===== config.mk =====
export PLATFORM = sky130hd
export DESIGN_NAME = bpsk_frame_sync
export DESIGN_NICKNAME = d
export VERILOG_FILES = /design/src/rtl/bpsk_pkg.sv /design/src/rtl/bpsk_sync_detect.sv /design/src/rtl/bpsk_frame_sync.sv
export SDC_FILE = /design/constraint.sdc
export NUM_CORES = 1
export LEC_CHECK = 0
export BUFFER_PORTS_ARGS = -buffer_cell sky130_fd_sc_hd__buf_4
export CAP_MARGIN = 20
export CORE_UTILIZATION = 35
export DETAILED_ROUTE_END_ITERATION = 10
export PLACE_DENSITY = 0.48
export SLEW_MARGIN = 20
export SYNTH_ARGS = -nofsm -noshare
export SYNTH_HDL_FRONTEND = slang
export SYNTH_HIERARCHICAL = 1
export SYNTH_SLANG_ARGS = --single-unit

===== constraint.sdc =====
create_clock -name CLK -period 4.4 [get_ports CLK]
set_clock_uncertainty 0.1 [all_clocks]
set_input_delay 0.44 -clock CLK [delete_from_list [all_inputs] [get_ports CLK]]
set_output_delay 0.44 -clock CLK [all_outputs]
set_load 0.05 [all_outputs]

===== src/rtl/bpsk_pkg.sv =====
// rtl/bpsk_pkg.sv - shared BPSK framing constants and state encoding
package bpsk_pkg;

    localparam int          BYTE_W        = 8;
    localparam int          DEF_SYNC_LEN  = 16;
    localparam logic [15:0] DEF_SYNC_WORD = 16'hF628;

    typedef enum logic {
        HUNT    = 1'b0,
        PAYLOAD = 1'b1
    } sync_state_t;

endpackage


===== src/rtl/bpsk_sync_detect.sv =====
// rtl/bpsk_sync_detect.sv - sliding sync-word detector matching both BPSK polarities
module bpsk_sync_detect
    import bpsk_pkg::*;
#(
    parameter int                  SYNC_LEN  = DEF_SYNC_LEN,
    parameter logic [SYNC_LEN-1:0] SYNC_WORD = DEF_SYNC_WORD
) (
    input  logic CLK,
    input  logic RST,
    input  logic shift_en,
    input  logic clear,
    input  logic bit_i,
    output logic match,
    output logic match_inv
);

    localparam int CNT_W = $clog2(SYNC_LEN + 1);

    logic [SYNC_LEN-1:0] sreg;
    logic [SYNC_LEN-1:0] shifted;
    logic [CNT_W-1:0]    cnt;
    logic [CNT_W-1:0]    cnt_next;
    logic                full;

    // Matching looks at the window including the bit being shifted in this cycle.
    assign shifted   = {sreg[SYNC_LEN-2:0], bit_i};
    assign cnt_next  = (cnt == CNT_W'(SYNC_LEN)) ? cnt : cnt + 1'b1;
    assign full      = (cnt_next == CNT_W'(SYNC_LEN));
    assign match     = shift_en && full && (shifted == SYNC_WORD);
    assign match_inv = shift_en && full && (shifted == ~SYNC_WORD);

    always_ff @(posedge CLK or negedge RST) begin
        if (!RST) begin
            sreg <= '0;
            cnt  <= '0;
        end else if (clear) begin
            sreg <= '0;
            cnt  <= '0;
        end else if (shift_en) begin
            sreg <= shifted;
            cnt  <= cnt_next;
        end
    end

endmodule


===== src/rtl/bpsk_frame_sync.sv =====
// rtl/bpsk_frame_sync.sv - BPSK frame synchroniser with polarity resolution and byte packer
module bpsk_frame_sync
    import bpsk_pkg::*;
#(
    parameter int                  SYNC_LEN      = DEF_SYNC_LEN,
    parameter logic [SYNC_LEN-1:0] SYNC_WORD     = DEF_SYNC_WORD,
    parameter int                  PAYLOAD_BYTES = 4
) (
    input  logic              CLK,
    input  logic              RST,
    input  logic              valid_i,
    input  logic              bit_i,
    output logic              valid_o,
    output logic [BYTE_W-1:0] data_o,
    output logic              sof_o,
    output logic              eof_o,
    output logic              locked_o,
    output logic              inv_o
);

    sync_state_t       state;
    logic [BYTE_W-1:0] byte_sr;
    logic [BYTE_W-1:0] byte_next;
    logic [2:0]        bit_cnt;
    logic [7:0]        byte_cnt;
    logic              d_bit;
    logic              last_byte;
    logic              match;
    logic              match_inv;

    assign d_bit     = bit_i ^ inv_o;
    assign byte_next = {byte_sr[BYTE_W-2:0], d_bit};
    assign last_byte = (byte_cnt == 8'(PAYLOAD_BYTES - 1));

    // Held clear for the whole payload so each hunt starts from an empty window.
    bpsk_sync_detect #(
        .SYNC_LEN  (SYNC_LEN),
        .SYNC_WORD (SYNC_WORD)
    ) u_detect (
        .CLK       (CLK),
        .RST       (RST),
        .shift_en  (valid_i && (state == HUNT)),
        .clear     (state == PAYLOAD),
        .bit_i     (bit_i),
        .match     (match),
        .match_inv (match_inv)
    );

    always_ff @(posedge CLK or negedge RST) begin
        if (!RST) begin
            state    <= HUNT;
            byte_sr  <= '0;
            bit_cnt  <= '0;
            byte_cnt <= '0;
            valid_o  <= 1'b0;
            data_o   <= '0;
            sof_o    <= 1'b0;
            eof_o    <= 1'b0;
            locked_o <= 1'b0;
            inv_o    <= 1'b0;
        end else begin
            valid_o <= 1'b0;
            sof_o   <= 1'b0;
            eof_o   <= 1'b0;
            if (valid_i) begin
                case (state)
                    HUNT: begin
                        if (match || match_inv) begin
                            state    <= PAYLOAD;
                            locked_o <= 1'b1;
                            inv_o    <= match_inv;
                            bit_cnt  <= '0;
                            byte_cnt <= '0;
                        end
                    end
                    PAYLOAD: begin
                        byte_sr <= byte_next;
                        if (bit_cnt == 3'(BYTE_W - 1)) begin
                            bit_cnt <= '0;
                            data_o  <= byte_next;
                            valid_o <= 1'b1;
                            sof_o   <= (byte_cnt == 8'd0);
                            eof_o   <= last_byte;
                            if (last_byte) begin
                                state    <= HUNT;
                                locked_o <= 1'b0;
                                byte_cnt <= '0;
                            end else begin
                                byte_cnt <= byte_cnt + 8'd1;
                            end
                        end else begin
                            bit_cnt <= bit_cnt + 3'd1;
                        end
                    end
                    default: state <= HUNT;
                endcase
            end
        end
    end

endmodule


==> results.yml <==
power:
  p_leak_nw: 1.18
  p_per_area_nw_per_um2: 520
  vdd_ir_drop_max_v: 0.000239
  power_mw: 1.43
placed_design:
  hpwl_um: 2910
  placed_cells: 323
  port_buffers: 16
  gp_congestion: 0.787
  placed_area_um2: 2670
critical_path:
  r2r-end: "byte_cnt[7]"
  crit_cells: 10
  critPathLaunch: "u_detect/cnt[0]"
  critical_path_buf_inv_count: 1
  rrSetupSlack_ns: 1.43
  cp_cell_sequence: "inv_1, ha_1, and3b_1, nor3_1, o22ai_1, nor3_1, o31ai_4, or2_0, o41ai_1, a21oi_1"
  crit_family: "simple AND/OR/NAND/NOR gates"
  max_stage_delay_ns: 0.51
  regToRegStartpoint: "u_detect/cnt[0]"
  cp-start-kind: "flop"
  critPathMaxFanout: 9
  cp.arrival_ns: 3.06
  reg2reg_depth: 10
  cp-endpoint: "byte_cnt[7]"
  crit_required_ns: 4.49
  critPathMostFrequentCell: "nor3_1"
  critPathKind: "flop to flop"
  cp-end-kind: "flop"
  cpMaxStageDelayCell: "nor3_1"
global_routing:
  grt_overflow: 0
  track_usage_pct: 13.4
  grt_pass1_vias: 1615
  antenna_found_initial: 0
  grt_max_degree: 53
  grt_pass1_wl_um: 7850
clock_network:
  cts.htree.levels: 2
  hold_buffers: 0
  path_clk_slew_ns: 0.10
  cts-resized-gates: 0
  cts_buffers: 5
  cts_setup_buffers: 0
  cts_buffer_depth: 2
  cts-root-buf: "clkbuf_8"
  clk_latency_ns: 0.31
  cts.sinks: 52
  cts_tree: "yes"
sta:
  period_needed_ns: 2.97
  worstMarginPinSlew_ns: 0.677
  drv_slew: 0
  timing.setup.tns_ns: 0
  finalCritPeriodShare_pct: 67.4
  slew_headroom_pct: 54.8
  hold_viol_final: 0
  rsz0062_at_grt: "false"
  max_freq_ghz: 0.337
  finalSetupViolCount: 0
logic_synthesis:
  syn_inst: 217
  syn-num-nets: 227
  ys_seq_area_share_pct: 53.0
  synth_top_area_share_pct: 53.0
  synthesis.area_um2: 2450
  async_flop_share_pct: 100
  synth.ff_latch_count: 52
  ys_types: 40
  ys_warn_count: 6
  syn_area_per_cell_um2: 11.3
  synth_area_leaders: "dfrtp_1 53%, mux2i_1 6.5%, mux2_2 6.0%, nor2_1 4.1%, ha_1 3.1%"
  ys.flop_type: "dfrtp_1"
  synth_top_area_cell: "dfrtp_1"
  synth_edf_count: 0
run_status:
  outcome: "finished, final reports clean"
drt:
  first_pass_iters: 4
  post_drt_wl_per_cell_um: 13.7
  routed_via_density: 4.92
  drt_wl_total_um: 4520
  drc: 0
  antenna_left: 0
  vias: 1628
  drt_iter0_drc: 79
die:
  pin_count: 17
  num_rows: 30
  initial_core_util_pct: 36.1
  die_area_um2: 7350
  die-width_um: 85.7
  die_h_um: 85.7
  core_area_um2: 6790
cells_and_area:
  num-fill-cells: 671
  final_common_cell: "dfrtp_1"
  fin_nets: 244
  layout_common_cells: "52 x dfrtp_1, 27 x nor2_1, 18 x buf_4"
  layout.cells.non_filler: 331
  antenna_cells: 0
  area_growth_syn_to_layout_pct: 12.5
  final_area_um2: 2760
  layout-drive-gt1-share_pct: 20.0
run:
  maxCapViolCount: 0
min_path:
  hp-class: "primary input to async pin"
metrics by stage:
step | worst slack (ns) | hold WS [ns] | utilization, %
after floorplan | 1.71 | 0.0444 | -
after global placement | 1.54 | 0.384 | 39.3
after detailed placement | 1.49 | 0.394 | 39.3
after CTS | 1.42 | 0.0847 | 40.6
after global routing | 1.09 | 0.110 | 40.6
final | 1.43 | 0.0551 | 40.6
cells by family (layout without fill, tap and decap cells):
| group | count (synthesis) | in the layout | synth area share [%] |
|---|---|---|---|
| adder cells (fa/ha/maj) | 6 | 6 | 3.06 |
| AND/OR/NAND/NOR | 83 | 83 | 17.9 |
| multiplexers | 29 | 29 | 12.5 |
| flip-flops | 52 | 52 | 53.0 |
| AO/OA/AOI/OAI | 24 | 24 | 7.80 |
| XOR/XNOR | 8 | 8 | 2.86 |
| buffers and inverters | 15 | 33 | 2.86 |
registers in the layout, summed over array words and instances (netlist names), 3 cells and up:
signal	count
bit_cnt	3
byte_cnt	8
byte_sr	7
data_o	8
u_detect/cnt	5
u_detect/sreg	15
cell type report:
class / count / area, um^2 / area share, %
Tap cell: 96 / 120 / 4.35
Inverter: 7 / 26.3 / 0.952
Timing Repair Buffer: 18 / 135 / 4.90
Clock buffer: 5 / 68.8 / 2.49
Sequential cell: 52 / 1300 / 47.1
Multi-Input combinational cell: 150 / 1080 / 39.3
Clock inverter: 3 / 23.8 / 0.861
layer usage:
layer	up-vias	track usage [%]	part of all wire, %
met5	-	0	0
met4	0	4.09	0.86
li1	803	-	-
met1	800	19.4	51
met2	20	20.1	45
met3	5	2.89	3.2
how the worst min path moves through the flow:
stage	start	endpoint	slack (ns)	cells after the start
global placement	bit_cnt[2]	bit_cnt[2]	0.38	1
CTS	RST	u_detect/cnt[2]	0.08	1
global route	RST	u_detect/cnt[0]	0.11	1
floorplan	RST	bit_cnt[0]	0.04	0
finish	RST	u_detect/cnt[0]	0.06	1
detailed placement	byte_sr[0]	byte_sr[0]	0.39	2
report_power, final:
group	internal [mW]	switching (mW)	total, mW
combinational	0.195	0.325	0.521
sequential	0.573	0.0586	0.632
clock	0.113	0.169	0.283
synth_stat cells (2+ instances only):
cell type,instances
buf_2,5
o41ai_1,2
nor2_1,27
nor2b_1,2
a32o_1,2
o21ai_0,6
ha_1,6
nor4_1,2
inv_1,7
xnor2_1,5
dfrtp_1,52
clkbuf_1,2
xor2_1,3
o22ai_1,2
nand2_1,17
and3_1,5
nor4bb_1,4
nand4_1,3
a21oi_1,5
mux2_2,13
mux2i_1,16
nand3_1,3
nor3_1,11
Note: power is estimated with default switching activity, not from simulation.
